### src/rtl/s4ga_cfg_sequencer_if.sv
// Host load port and external 1R/1W config RAM port of the S4GA config sequencer.
interface s4ga_cfg_sequencer_if #(
    parameter int unsigned SI_W = 4,
    parameter int unsigned A_W  = 13
) ();
    logic            ld_valid;
    logic            ld_ready;
    logic [SI_W-1:0] ld_data;
    logic            ld_last;
    logic            mem_we;
    logic [A_W-1:0]  mem_addr;
    logic [SI_W-1:0] mem_wdata;
    logic [SI_W-1:0] mem_rdata;

    // Host + RAM side
    modport master (
        output ld_valid, ld_data, ld_last, mem_rdata,
        input  ld_ready, mem_we, mem_addr, mem_wdata
    );

    // Sequencer side
    modport slave (
        input  ld_valid, ld_data, ld_last, mem_rdata,
        output ld_ready, mem_we, mem_addr, mem_wdata
    );
endinterface

### src/rtl/s4ga_cfg_sequencer.sv
// S4GA LUT-config sequencer: loads one frame into external RAM, holds the fabric in
// reset, then replays the frame forever. Optional run-length limit: S4GA_SEQ_FRAMES_EN.
module s4ga_cfg_sequencer #(
    parameter int unsigned SI_W       = 4,
    parameter int unsigned FRAME_SEGS = 6509,
    parameter int unsigned RST_CYCLES = 300,
    parameter int unsigned A_W        = 13
) (
    input  logic            clk,
    input  logic            rst,
    input  logic            load_req,
    input  logic            start,
    input  logic            stop,
`ifdef S4GA_SEQ_FRAMES_EN
    input  logic [15:0]     frame_limit,
`endif
    s4ga_cfg_sequencer_if.slave bus,
    output logic [SI_W-1:0] si,
    output logic            fab_rst,
    output logic            frame_sync,
    output logic            loaded,
    output logic            err,
    output logic [1:0]      state,
    output logic [15:0]     frame_cnt
);
    localparam int unsigned RC_W = $clog2(RST_CYCLES + 1);
    localparam logic [A_W-1:0] LAST = A_W'(FRAME_SEGS - 1);

    typedef enum logic [1:0] {IDLE = 2'd0, LOAD = 2'd1, FRST = 2'd2, RUN = 2'd3} state_t;

    state_t          st, st_n;
    logic [A_W-1:0]  wptr, wptr_n;
    logic [RC_W-1:0] rcnt, rcnt_n;
    logic [A_W-1:0]  seg, seg_n;
    logic            stop_pend, stop_pend_n;
    logic            ld_ready_n, mem_we_n;
    logic [A_W-1:0]  mem_addr_n;
    logic [SI_W-1:0] mem_wdata_n, si_n;
    logic            fab_rst_n, frame_sync_n, loaded_n, err_n;
    logic [15:0]     frame_cnt_n;
    logic [15:0]     limit, limit_n;
    logic            limit_hit;

    function automatic logic [A_W-1:0] addr_inc(input logic [A_W-1:0] a);
        return (a == LAST) ? '0 : a + A_W'(1);
    endfunction

    assign state = st;

`ifdef S4GA_SEQ_FRAMES_EN
    // Counter already includes the frame on si, so end when it equals the limit
    assign limit_hit = (limit != 16'd0) && (frame_cnt == limit);
`else
    assign limit_hit = 1'b0;
`endif

    always_ff @(posedge clk) begin
        if (rst) begin
            st            <= IDLE;
            wptr          <= '0;
            rcnt          <= '0;
            seg           <= '0;
            stop_pend     <= 1'b0;
            limit         <= '0;
            bus.ld_ready  <= 1'b0;
            bus.mem_we    <= 1'b0;
            bus.mem_addr  <= '0;
            bus.mem_wdata <= '0;
            si            <= '0;
            fab_rst       <= 1'b1;
            frame_sync    <= 1'b0;
            loaded        <= 1'b0;
            err           <= 1'b0;
            frame_cnt     <= '0;
        end else begin
            st            <= st_n;
            wptr          <= wptr_n;
            rcnt          <= rcnt_n;
            seg           <= seg_n;
            stop_pend     <= stop_pend_n;
            limit         <= limit_n;
            bus.ld_ready  <= ld_ready_n;
            bus.mem_we    <= mem_we_n;
            bus.mem_addr  <= mem_addr_n;
            bus.mem_wdata <= mem_wdata_n;
            si            <= si_n;
            fab_rst       <= fab_rst_n;
            frame_sync    <= frame_sync_n;
            loaded        <= loaded_n;
            err           <= err_n;
            frame_cnt     <= frame_cnt_n;
        end
    end

    always_comb begin
        st_n         = st;
        wptr_n       = wptr;
        rcnt_n       = rcnt;
        seg_n        = seg;
        stop_pend_n  = stop_pend;
        limit_n      = limit;
        mem_we_n     = 1'b0;
        mem_addr_n   = bus.mem_addr;
        mem_wdata_n  = bus.mem_wdata;
        loaded_n     = loaded;
        err_n        = err;
        frame_cnt_n  = frame_cnt;

        case (st)
            IDLE: begin
                if (load_req) begin
                    st_n     = LOAD;
                    wptr_n   = '0;
                    loaded_n = 1'b0;
                end else if (start) begin
                    if (loaded) begin
                        st_n        = FRST;
                        rcnt_n      = RC_W'(RST_CYCLES - 1);
                        frame_cnt_n = '0;
                        stop_pend_n = 1'b0;
                        mem_addr_n  = '0;
`ifdef S4GA_SEQ_FRAMES_EN
                        limit_n     = frame_limit;
`endif
                    end else begin
                        err_n = 1'b1;
                    end
                end
            end
            LOAD: begin
                if (bus.ld_valid && bus.ld_ready) begin
                    mem_we_n    = 1'b1;
                    mem_addr_n  = wptr;
                    mem_wdata_n = bus.ld_data;
                    wptr_n      = wptr + A_W'(1);
                    if (bus.ld_last) begin
                        st_n = IDLE;
                        if (wptr == LAST) loaded_n = 1'b1;
                        else              err_n    = 1'b1;
                    end else if (wptr == LAST) begin
                        st_n  = IDLE;
                        err_n = 1'b1;
                    end
                end
            end
            FRST: begin
                // Address 0 sits on the RAM two cycles before RUN to cover RAM + si latency
                if (rcnt <= RC_W'(1)) mem_addr_n = addr_inc(bus.mem_addr);
                if (rcnt == '0) begin
                    st_n  = RUN;
                    seg_n = '0;
                end else begin
                    rcnt_n = rcnt - RC_W'(1);
                end
            end
            RUN: begin
                mem_addr_n  = addr_inc(bus.mem_addr);
                seg_n       = addr_inc(seg);
                stop_pend_n = stop_pend | stop;
                if (seg == LAST && (stop_pend_n || limit_hit)) begin
                    st_n        = IDLE;
                    stop_pend_n = 1'b0;
                end
            end
            default: st_n = IDLE;
        endcase

        // Registered outputs follow the state being entered
        ld_ready_n   = (st_n == LOAD);
        fab_rst_n    = (st_n != RUN);
        si_n         = (st_n == RUN) ? bus.mem_rdata : '0;
        frame_sync_n = (st_n == RUN) && (seg_n == LAST);
        if (frame_sync_n) frame_cnt_n = frame_cnt + 16'd1;
    end
endmodule

### src/flat_wrapper.sv
// flat-port wrapper written by rule: the top's interface ports become plain ports
module s4ga_cfg_sequencer_flat 
#(
    parameter int unsigned SI_W       = 4,
    parameter int unsigned FRAME_SEGS = 6509,
    parameter int unsigned RST_CYCLES = 300,
    parameter int unsigned A_W        = 13
)
  (clk, rst, load_req, start, stop, si, fab_rst, frame_sync, loaded, err, state, frame_cnt, bus_ld_valid, bus_ld_data, bus_ld_last, bus_mem_rdata, bus_ld_ready, bus_mem_we, bus_mem_addr, bus_mem_wdata);
  s4ga_cfg_sequencer_if #(.SI_W(SI_W), .A_W(A_W)) bus_i ();
  input  logic clk;
  input  logic rst;
  input  logic load_req;
  input  logic start;
  input  logic stop;
  output logic [SI_W-1:0] si;
  output logic fab_rst;
  output logic frame_sync;
  output logic loaded;
  output logic err;
  output logic [1:0] state;
  output logic [15:0] frame_cnt;
  input wire logic [$bits(bus_i.ld_valid)-1:0] bus_ld_valid;
  input wire logic [$bits(bus_i.ld_data)-1:0] bus_ld_data;
  input wire logic [$bits(bus_i.ld_last)-1:0] bus_ld_last;
  input wire logic [$bits(bus_i.mem_rdata)-1:0] bus_mem_rdata;
  output wire logic [$bits(bus_i.ld_ready)-1:0] bus_ld_ready;
  output wire logic [$bits(bus_i.mem_we)-1:0] bus_mem_we;
  output wire logic [$bits(bus_i.mem_addr)-1:0] bus_mem_addr;
  output wire logic [$bits(bus_i.mem_wdata)-1:0] bus_mem_wdata;
  assign bus_i.ld_valid = bus_ld_valid;
  assign bus_i.ld_data = bus_ld_data;
  assign bus_i.ld_last = bus_ld_last;
  assign bus_i.mem_rdata = bus_mem_rdata;
  assign bus_ld_ready = bus_i.ld_ready;
  assign bus_mem_we = bus_i.mem_we;
  assign bus_mem_addr = bus_i.mem_addr;
  assign bus_mem_wdata = bus_i.mem_wdata;
  s4ga_cfg_sequencer #(.SI_W(SI_W), .FRAME_SEGS(FRAME_SEGS), .RST_CYCLES(RST_CYCLES), .A_W(A_W)) u_core (.clk(clk), .rst(rst), .load_req(load_req), .start(start), .stop(stop), .bus(bus_i), .si(si), .fab_rst(fab_rst), .frame_sync(frame_sync), .loaded(loaded), .err(err), .state(state), .frame_cnt(frame_cnt));
endmodule
### config.mk
export PLATFORM = sky130hd
export DESIGN_NAME = s4ga_cfg_sequencer_flat
export DESIGN_NICKNAME = d
export VERILOG_FILES = /design/src/rtl/s4ga_cfg_sequencer_if.sv /design/src/rtl/s4ga_cfg_sequencer.sv /design/src/flat_wrapper.sv
export SDC_FILE = /design/constraint.sdc
export NUM_CORES = 1
export LEC_CHECK = 0
export CORE_ASPECT_RATIO = 0.6
export CORE_MARGIN = 2
export CORE_UTILIZATION = 45
export CTS_CLUSTER_DIAMETER = 200
export CTS_CLUSTER_SIZE = 24
export DETAILED_ROUTE_END_ITERATION = 8
export PLACE_DENSITY = 0.75
export SLEW_MARGIN = 30
export SYNTH_ARGS = -nofsm -noshare
export SYNTH_HDL_FRONTEND = slang
export SYNTH_SLANG_ARGS = --single-unit
### constraint.sdc
create_clock -name clk -period 4.4 [get_ports clk]
set_input_delay 1.32 -clock clk [delete_from_list [all_inputs] [get_ports clk]]
set_output_delay 1.32 -clock clk [all_outputs]
set_load 0.02 [all_outputs]
After elaboration in Yosys (flattened, before gate mapping)
Index checks and enable logic that the tools add are counted.
{ "totals": {"register_bits": 81, "latchBits": 0, "mem_bits_rw": 0, "romBits": 0, "in_bits": 15, "elab_cells": 118, "mem_count": 0} }
{ "classes": {"add_sub_neg": 5, "multipliers": 0, "div_mod_pow": 0, "n_lt_le_gt_ge": 1, "n_eq_ne": 23, "n_shift": 0, "n_mux": 50, "bitwise_logic": 3, "reduce_logical": 21} }
{ "ops": {"columns": ["cell", "count"], "rows": [
  ["$mux 13", 10],
  ["$mux 16", 5],
  ["$eq 13x13->1 const B", 4],
  ["$pmux 13 s2", 2],
  ["$pmux 13 s4", 1],
  ["$add 13x1->13 const B", 3],
  ["$mux 9", 4],
  ["$pmux 9 s2", 1],
  ["$add 16x1->16 const B", 1],
  ["$mux 2", 8],
  ["$mux 1", 15],
  ["$reduce_and 5->1", 3],
  ["$ne 2x2->1 const B", 7],
  ["$reduce_bool 2->1", 6],
  ["$ne 2x1->1 const B", 5],
  ["$le 9x1->1 const B", 1],
  ["$logic_not 9->1", 1],
  ["$sub 9x1->9 const B", 1],
  ["$pmux 2 s4", 1],
  ["$reduce_and 4->1", 2],
  ["$reduce_and 7->1", 1],
  ["$eq 2x2->1 const B", 3],
  ["$pmux 1 s2", 3],
  ["$eq 2x1->1 const B", 2],
  ["9 further kinds", 13]
]} }

Logic depth before layout (Yosys ltp)
Gate-level depths: netlist of run 1.
{ "depth": {"word_depth": 9, "depth_mapped": 10, "mapped_depth_nobuf": 9} }

Worst setup path after synthesis of run 1
No wires, ideal clock.
{ "synth_path": {"kind": "input port to flip-flop", "start": "input load_req", "end": "register u_core.bus.mem_addr[8]", "setup_time_ns": 0.128, "t_arrival_ns": 2.661, "t_required_ns": 4.272, "path_slack_ns": 1.612, "cell_stages": 8, "path_buffers": 1, "path_cell_list": "nand3b_1 -> nor2b_1 -> a21oi_1 -> a2bb2oi_1 -> clkbuf_1 -> o21ai_0 -> a22oi_1 -> nor2_1"} }
{ "synth_via": {"elab_chain_len": 2} }
{ "synth_lines": {"columns": ["item", "line", "text"], "rows": [
  ["start: declaration", "flat_wrapper.sv:13", "input logic load_req;"],
  ["$ne 2x2->1 (no source line)", null, null],
  ["$reduce_and 5->1 (no source line)", null, null],
  ["end signal: assignment", "s4ga_cfg_sequencer.sv:84", "bus.mem_addr <= mem_addr_n;"],
  ["end: declaration", "s4ga_cfg_sequencer_if.sv:24", "output ld_ready, mem_we, mem_addr, mem_wdata"]
]} }
Every way passes these cells.
A chain may end at the register's enable or synchronous reset.

Worst setup path in the final report of run 1
{ "layout_path": {"start": "input load_req", "end": "register u_core.rcnt[5]"} }
{ "layout_via": {"elab_chain_len": 2} }
{ "layout_lines": {"columns": ["item", "line", "text"], "rows": [
  ["$ne 2x2->1 (no source line)", null, null],
  ["$reduce_and 5->1 (no source line)", null, null],
  ["end signal: assignment", "s4ga_cfg_sequencer.sv:78", "rcnt <= rcnt_n;"],
  ["end: declaration", "s4ga_cfg_sequencer.sv:33", "logic [RC_W-1:0] rcnt, rcnt_n;"]
]} }
Every way passes these cells.

==> results of run 1 <==
## power groups by stage
stage               sequential [W]  combinational (W)  clock [W]
finish                    0.000745          0.0000845   0.000869
global route              0.000746          0.0000923   0.000912
CTS                       0.000745          0.0000839   0.000881
detailed placement        0.000762          0.0000830          0
global placement          0.000762          0.0000816          0
floorplan                 0.000765          0.0000436          0
## worst max path at each step
| stage | end | start | cells past startpoint | slack (ps) |
|---|---|---|---|---|
| final | u_core.rcnt[5]$_SDFFE_PP0P_ | load_req | 8 | 1180 |
| after global routing | u_core.rcnt[5]$_SDFFE_PP0P_ | load_req | 8 | 1050 |
| after CTS | u_core.rcnt[5]$_SDFFE_PP0P_ | load_req | 8 | 1220 |
| after detailed placement | u_core.rcnt[4]$_SDFFE_PP0P_ | load_req | 8 | 940 |
| after global placement | u_core.rcnt[4]$_SDFFE_PP0P_ | load_req | 8 | 1010 |
| after floorplan | u_core.bus.mem_addr[8]$_SDFFE_PP0P_ | load_req | 8 | 1610 |
## layer usage
| metal | part of all wire [%] | wire, um | vias to the layer above | GRT usage [%] |
|---|---|---|---|---|
| met5 | 0 | 0 | - | 0 |
| met1 | 49 | 5470 | 1928 | 32.9 |
| met4 | 0.77 | 87 | 0 | 6.26 |
| met3 | 6.5 | 736 | 9 | 6.20 |
| met2 | 44 | 4950 | 141 | 34.1 |
| li1 | - | - | 1955 | - |
## worst max-delay path, cell delays in order
cell and delay [ps]:
clkdlybuf4s50_1 490, nand3b_1 260, or2_2 300, a21oi_1 290, nand2_1 160, nor4_1 330, xnor2_1 190, a21oi_1 80
## cells in the final DEF (no fill, tap or decap), types with 7 or more instances in the layout
master,count
dfxtp_1,81
nor2_1,59
clkdlybuf4s50_1,58
nand2_1,43
a21oi_1,35
o21ai_0,28
nand3_1,23
inv_1,20
nor4_1,14
xor2_1,13
a22oi_1,13
and3_1,12
ha_1,10
clkbuf_16,9
nor3_1,8
xnor2_1,8
o21ai_1,8
and2_1,7
nand2b_1,7
or3_1,7
## logic make-up after synthesis
family,count (synthesis),share of synthesized area [%]
DFF,81,38.8
and+or+nand+nor,212,26.3
AOI/OAI and AO/OA,137,22.7
muxes,3,0.748
buffers and inverters,42,4.16
adders and majority gates,10,2.99
xor gates and xnor gates,21,4.40
## through the flow
stage	cells	utilization (%)	setup WS [ps]	hold WS, ps
after floorplan	506	-	1610	479
after global placement	666	53.5	1010	442
after detailed placement	666	53.5	940	451
after CTS	682	57.3	1220	462
after global routing	682	57.3	1050	487
final	682	57.3	1180	464
## flip-flops by register name, summed over array words and instances (netlist names), 2 cells and up
| register | cells |
|---|---|
| u_core.seg | 13 |
| u_core.si | 4 |
| u_core.wptr | 13 |
| u_core.bus.mem_wdata | 4 |
| u_core.frame_cnt | 16 |
| u_core.state | 2 |
| u_core.rcnt | 9 |
| u_core.bus.mem_addr | 13 |
## cell type report
type                    instances  area, sq um
repair buffers                 65          631
inverters                      21         78.8
multi-input cells             383         2390
well taps                     116          145
clock inverters                 7          116
fillers                       793         3880
clock buffers                   9          225
flip-flops and latches         81         1620
==> results.py, run 1 <==
metrics = {
    "critical_path": {
        "endpoint_kind": "flip-flop",
        "start_kind": "input port",
        "cp_max_fo": 5,
        "crit_type": "in2reg",
        "reg2regPathDepth": 9,
        "cp.required_ps": 4600,
        "r2r-end": "u_core.frame_cnt[6]$_SDFFE_PP0P_",
        "r2r_start": "u_core.seg[0]$_SDFF_PP0_",
        "worst-r2r-setup-slack_ps": 1340,
        "cp.arrival_ps": 3420,
    },
    "pwr": {
        "p_sw_w": 0.000371,
        "power.leakage_nw": 1.77,
        "p_comb_share_pct": 5.0,
        "p_sw_share_pct": 21.9,
        "seqPwrFrac_pct": 43.9,
        "ir_drop_uv": 219,
        "p_per_area_nw_per_um2": 326,
        "p_clk_share_pct": 51.2,
        "cell_internal_pwr_w": 0.00133,
        "power_w": 0.00170,
    },
    "clocking": {
        "postCtsResizedCells": 0,
        "cts.path.max_buffers": 2,
        "cts_buffers": 9,
        "cts.sinks": 81,
        "holdBufCountCts": 0,
        "clock_latency_ps": 340,
        "clk_pin_slew_worst_paths_ps": 60,
        "post-cts-setup-buffers": 0,
        "htreeDepth": 3,
        "cts_tree": "done",
        "clockRootBuffer": "clkbuf_16",
    },
    "yosys": {
        "synthesis.area_sq_um": 4180,
        "syn_avg_cell_area_sq_um": 8.27,
        "ys_top_cells_by_area": "dfxtp_1 39%, nor2_1 5.3%, a21oi_1 4.2%",
        "ys_ff_latch": 81,
        "synthFlopType": "dfxtp_1",
        "netlist_instances": 506,
        "ys_seq_area_share_pct": 38.8,
        "yosys_warnings": 0,
        "synth_top_area_share_pct": 38.8,
        "yosys.cell_types.count": 65,
        "synthTopCellsByCount": "81 x dfxtp_1, 59 x nor2_1, 43 x nand2_1",
        "synth.most_common_cell": "dfxtp_1",
        "synth_edf_count": 0,
        "yosysTopAreaCell": "dfxtp_1",
        "synth_fp_nets": 531,
        "async_reset_ff_share_pct": 0,
    },
    "sta": {
        "slew_viol_final": 0,
        "worstMarginPinSlew_ps": 639,
        "max_freq_mhz": 311,
        "skew_ps": 9.31,
        "min_period_over_period_pct": 73.2,
        "period_minus_slack_ps": 3220,
        "rsz0062_at_grt": "no",
        "tns_ps": 0,
        "relSlewSlack_pct": 57.0,
        "final-setup-viol-count": 0,
        "hold_viol": 0,
    },
    "global_route": {
        "antenna_found_initial": 0,
        "grt_max_degree": 32,
        "grt_pass1_wl_um": 18600,
        "overflow": 0,
        "grt_pass1_vias": 3730,
        "track_usage_pct": 23.0,
    },
    "cells_and_area": {
        "diodes": 0,
        "drive_above_1_share_pct": 7.42,
        "areaGrowthSynthToFinish_pct": 24.4,
        "final_cell_area_sq_um": 5210,
        "finalNetCount": 586,
    },
    "placed_design": {
        "dp_hpwl_um": 7780,
        "dpl-instance-area_sq_um": 4860,
        "io_buffers": 59,
        "place.gp.congestion": 0.836,
    },
    "drt": {
        "drt-initial-drc-count": 397,
        "drt-total-wl_um": 11200,
        "route.vias.total": 4033,
        "final_antenna_net_count": 0,
        "drt_pass1_iterations": 5,
        "avgRoutedWirePerCell_um": 16.5,
        "drc": 0,
        "via_per_inst": 5.91,
    },
    "floorplan": {
        "die_w_um": 128,
        "core_sq_um": 9090,
        "rows": 27,
        "initial_utilization_pct": 46.0,
        "die-area_sq_um": 10100,
        "io_pins": 60,
        "die_h_um": 78.7,
    },
    "status": {
        "outcome": "finished, final reports clean",
    },
    "min_path": {
        "holdPathStages": 2,
        "hp-class": "reg2reg",
        "whs_endpoint": "u_core.bus.mem_wdata[0]$_SDFFE_PP0P_",
        "hold_start": "u_core.bus.mem_wdata[0]$_SDFFE_PP0P_",
    },
    "job": {
        "cap_viol_max_count": 0,
    },
}
Power figures use the tool's default switching activity.
==> run 2, diff against run 1 <==
- PLACE_DENSITY: 0.75 -> 0.78
- clock period: 4.4 -> 2.8 ns (I/O delays scaled with it)
==> results.py, run 2 (synthesized netlist as in run 1, its figures left out) <==
metrics = {
    "status": {
        "outcome": "finished, final reports clean",
    },
    "cells_and_area": {
        "regArea_sq_um": 1620,
        "final_cell_area_sq_um": 5360,
        "stdcell_count": 700,
        "multi_input_area_sq_um": 2400,
        "mostFrequentLayoutCell": "dfxtp_1",
        "largest_register_ffs": 16,
        "top_register": "u_core.frame_cnt",
        "areaGrowthSynthToFinish_pct": 28.2,
        "diodes": 0,
        "fillCellCount": 772,
        "finalNetCount": 604,
        "drive_above_1_share_pct": 10.6,
        "final_core_util_pct": 59.0,
        "most-common-layout-cells": "81 x dfxtp_1, 59 x nor2_1, 58 x clkdlybuf4s50_1",
    },
    "pwr": {
        "power.leakage_nw": 1.86,
        "p_sw_w": 0.000588,
        "power_w": 0.00268,
        "seqPwrFrac_pct": 43.6,
        "p_comb_share_pct": 5.4,
        "cell_internal_pwr_w": 0.00209,
        "p_clk_share_pct": 51.0,
        "p_per_area_nw_per_um2": 500,
        "p_sw_share_pct": 22.0,
        "ir_drop_uv": 300,
    },
    "global_route": {
        "antenna_found_initial": 0,
        "grt_pass1_wl_um": 18800,
        "grt_max_degree": 24,
        "track_usage_pct": 23.3,
        "grt_pass1_vias": 3826,
        "overflow": 0,
    },
    "sta": {
        "hold_viol": 0,
        "max_freq_mhz": 379,
        "period_minus_slack_ps": 2640,
        "final-setup-viol-count": 0,
        "min_period_over_period_pct": 94.1,
        "slew_viol_final": 0,
        "relSlewSlack_pct": 58.2,
        "worstMarginPinSlew_ps": 622,
        "hold_ws_ps": 458,
        "rsz0062_at_grt": "no",
        "skew_ps": 7.32,
    },
    "critical_path": {
        "cp_cell_sequence": "or4b_4 > o31a_2 > a41o_1 > o2111a_2 > a21oi_4 > o21ai_0 > o21ai_1",
        "cp.required_ps": 3070,
        "slowest_delay_ps": 530,
        "cp_top_family": "compound AO/OA/AOI/OAI gates",
        "endpoint_kind": "flip-flop",
        "worst-r2r-setup-slack_ps": 160,
        "crit_type": "reg2reg",
        "cp.arrival_ps": 2910,
        "crit_buf_inv": 0,
        "start_kind": "flip-flop",
        "cp_max_fo": 15,
        "worst_path_max_delay_cell": "or4b_4",
    },
    "clocking": {
        "clk_pin_slew_worst_paths_ps": 60,
        "cts.sinks": 81,
        "clock_latency_ps": 350,
        "cts.path.max_buffers": 2,
        "htreeDepth": 3,
        "holdBufCountCts": 0,
        "post-cts-setup-buffers": 0,
        "cts_tree": "done",
        "postCtsResizedCells": 0,
        "clockRootBuffer": "clkbuf_16",
        "cts_buffers": 9,
    },
    "placed_design": {
        "io_buffers": 59,
        "dp_hpwl_um": 8080,
        "place.gp.congestion": 0.866,
        "dpl-instance-area_sq_um": 5010,
        "placed_cells": 684,
    },
    "drt": {
        "final_antenna_net_count": 0,
        "drc": 0,
        "via_per_inst": 5.99,
        "drt_pass1_iterations": 5,
        "drt-total-wl_um": 11300,
        "route.vias.total": 4193,
        "drt-initial-drc-count": 467,
        "avgRoutedWirePerCell_um": 16.1,
    },
    "floorplan": {
        "die_w_um": 128,
        "io_pins": 60,
        "core_sq_um": 9090,
        "rows": 27,
        "die_h_um": 78.7,
        "die-area_sq_um": 10100,
        "initial_utilization_pct": 46.0,
    },
    "job": {
        "cap_viol_max_count": 0,
    },
    "min_path": {
        "hp-class": "reg2reg",
    },
}
## run 2: cell types whose count changed in the layout (fill, tap and decap cells not counted), sizes merged
cell / before / now
buf: 7 / 25
clkinvlp: 1 / 2
inv: 21 / 20
## run 2: through the flow
stage          worst slack [ps]  setup TNS [ps]
2_1_floorplan               417               0
3_3_place_gp              -33.7           -33.7
3_5_place_dp              -72.0           -81.5
4_1_cts                    62.1               0
5_1_grt                    38.0               0
6_report                    164               0
## run 2: layer usage
| metal | part of all wire (%) | global-route usage (%) | wire length, um | vias to the layer above |
|---|---|---|---|---|
| met1 | 47 | 32.7 | 5280 | 2015 |
| met5 | 0 | 0 | 0 | - |
| met3 | 8.5 | 6.94 | 963 | 11 |
| li1 | - | - | - | 1992 |
| met2 | 44 | 34.7 | 4930 | 175 |
| met4 | 1.0 | 6.70 | 113 | 0 |
## run 2: final cells by class
class,count,area share (%)
multi-input combinational,383,44.7
sequential,81,30.2
timing repair buffer,83,14.5
clock buffer,9,4.20
tap,116,2.71
clock inverter,7,2.22
inverter,21,1.47
## run 2: final timing paths
kind,startpoint,endpoint,cells after the start
max,u_core.seg[9]$_SDFF_PP0_,u_core.frame_cnt[10]$_SDFFE_PP0P_,7
min,u_core.bus.mem_wdata[3]$_SDFFE_PP0P_,u_core.bus.mem_wdata[3]$_SDFFE_PP0P_,2
max reg2reg,u_core.seg[9]$_SDFF_PP0_,u_core.frame_cnt[10]$_SDFFE_PP0P_,7
min reg2reg,u_core.bus.mem_wdata[3]$_SDFFE_PP0P_,u_core.bus.mem_wdata[3]$_SDFFE_PP0P_,2
## run 2: worst min-delay path, stage by stage (launching register included)
cell and delay [ps]:
dfxtp_1 310, nand2_1 50, a21oi_1 50
## run 2: power by group through the flow
stage	Combinational, W	Sequential, W	Clock [W]
2_1_floorplan	0.0000686	0.00120	0
3_3_place_gp	0.000137	0.00119	0
3_5_place_dp	0.000143	0.00119	0
4_1_cts	0.000144	0.00117	0.00139
5_1_grt	0.000158	0.00117	0.00144
6_report	0.000145	0.00117	0.00137
==> run 3, diff against run 2 <==
- GPL_TIMING_DRIVEN: default -> 0
==> results.py, run 3 (synthesized netlist as in run 1, its figures left out) <==
metrics = {
    "global_route": {
        "use_met3_pct": 6.27,
        "overflow": 0,
        "antenna_found_initial": 0,
        "grt_util_met1_pct": 33.3,
        "grt_pass1_vias": 3751,
        "track_usage_pct": 23.3,
        "grt_pass1_wl_um": 18700,
        "grt_busiest_layer": "met2",
        "grt_max_degree": 13,
        "met2_usage_pct": 34.4,
    },
    "drt": {
        "route.vias.total": 4177,
        "drt_pass1_iterations": 7,
        "drc": 0,
        "drt-total-wl_um": 11700,
        "avgRoutedWirePerCell_um": 16.8,
        "drt-initial-drc-count": 523,
        "via_per_inst": 5.99,
        "final_antenna_net_count": 0,
    },
    "clocking": {
        "htreeDepth": 3,
        "clk_pin_slew_worst_paths_ps": 60,
        "cts.sinks": 81,
        "holdBufCountCts": 0,
        "clock_latency_ps": 340,
        "cts_tree": "done",
        "cts_buffers": 9,
        "clockRootBuffer": "clkbuf_16",
        "cts.path.max_buffers": 2,
    },
    "cells_and_area": {
        "areaGrowthSynthToFinish_pct": 26.8,
        "final_cell_area_sq_um": 5310,
        "top_register": "u_core.frame_cnt",
        "most-common-layout-cells": "79 x dfxtp_1, 59 x clkdlybuf4s50_1, 56 x nor2_1",
        "diodes": 0,
        "finalNetCount": 601,
        "largest_register_ffs": 16,
        "mostFrequentLayoutCell": "dfxtp_1",
        "drive_above_1_share_pct": 8.61,
    },
    "critical_path": {
        "crit_path_frequent_cell": "nand2b_1",
        "cp_cell_sequence": "clkdlybuf4s50_1 > nand3b_1 > nand2b_1 > nand2b_1 > a21oi_4 > buf_6 > o21ai_0 > o21ai_1",
        "cp_max_fo": 10,
        "cp.arrival_ps": 3020,
        "cp.required_ps": 3070,
        "worst_path_max_delay_cell": "clkdlybuf4s50_1",
        "crit_type": "in2reg",
        "slowest_delay_ps": 600,
        "cp_top_family": "simple AND/OR/NAND/NOR gates",
        "start_kind": "input port",
        "endpoint_kind": "flip-flop",
        "crit_buf_inv": 2,
    },
    "sta": {
        "worstMarginPinSlew_ps": 669,
        "min_period_over_period_pct": 98.4,
        "hold_viol": 0,
        "slew_viol_final": 0,
        "fin_ws_ps": 44.9,
        "final-setup-viol-count": 0,
        "relSlewSlack_pct": 55.0,
        "skew_ps": 8.89,
        "max_freq_mhz": 363,
        "period_minus_slack_ps": 2760,
    },
    "floorplan": {
        "core_sq_um": 9090,
        "die_w_um": 128,
        "die-area_sq_um": 10100,
        "rows": 27,
        "io_pins": 60,
        "die_h_um": 78.7,
        "initial_utilization_pct": 46.0,
    },
    "job": {
        "cap_viol_max_count": 0,
    },
    "status": {
        "outcome": "finished, final reports clean",
    },
    "placed_design": {
        "dpl-instance-area_sq_um": 4920,
        "place.gp.congestion": 0.914,
        "dpl_worst_slack_ps": -593,
        "dp_hpwl_um": 8440,
        "io_buffers": 59,
    },
    "pwr": {
        "p_per_area_nw_per_um2": 470,
        "ir_drop_uv": 289,
        "power.leakage_nw": 1.82,
    },
    "min_path": {
        "hp-class": "reg2reg",
    },
}
run 3: final timing paths:
check / end / depth (start not counted) / slack [ps] / startpoint
setup / recovery: u_core.frame_cnt[12]$_SDFFE_PP0P_ / 8 / 40 / load_req
hold / removal: u_core.bus.mem_wdata[3]$_SDFFE_PP0P_ / 2 / 450 / u_core.bus.mem_wdata[3]$_SDFFE_PP0P_
setup reg to reg: u_core.bus.mem_addr[2]$_SDFFE_PP0P_ / 6 / 160 / u_core.bus.mem_addr[8]$_SDFFE_PP0P_
hold reg to reg: u_core.bus.mem_wdata[3]$_SDFFE_PP0P_ / 2 / 450 / u_core.bus.mem_wdata[3]$_SDFFE_PP0P_
run 3: where the power goes:
| part | internal [W] | switching [W] |
|---|---|---|
| clock | 0.000713 | 0.000461 |
| sequential | 0.00116 | 0.00000834 |
| combinational | 0.0000612 | 0.0000919 |
run 3: cell type report:
cell class,instances,area (sq um)
plain buffers,21,101
clock buffers,13,250
clock inverters,3,40.0
fillers,781,3780
inverters,21,78.8
multi-input cells,383,2470
flip-flops and latches,81,1620
well taps,116,145
repair buffers,59,591
run 3: routing by layer:
metal | up-vias | wire length (um)
li1 | 1977 | -
met1 | 2017 | 5470
met2 | 173 | 5030
met3 | 10 | 1070
met4 | 0 | 100
met5 | - | 0
run 3: metrics by stage:
stage / utilization, % / setup TNS, ps / hold slack (ps) / total power, W / std cells
after floorplan: - / 0 / 479 / 0.00127 / 506
after global placement: 54.1 / -8830 / 444 / 0.00133 / 681
after global routing: 58.4 / -47.8 / 486 / 0.00257 / 697
after CTS: 57.5 / 0 / 457 / 0.00250 / 697
final: 58.4 / 0 / 454 / 0.00250 / 697
after detailed placement: 54.1 / -12160 / 449 / 0.00134 / 681
run 3: worst register-to-register path, delay by kind of cell (launching register included):
family,cells,cell delay (ps)
AOI/OAI and AO/OA,3,940
and+or+nand+nor,2,700
DFF,1,500
buffers and inverters,1,380
run 3: repair_timing:
| item | 4_1_cts | 5_1_grt |
|---|---|---|
| buffers inserted | 0 | 0 |
| gates resized for setup | 3 | 21 |
| setup endpoints to repair | 14 | 29 |
| pin swaps | 1 | 2 |
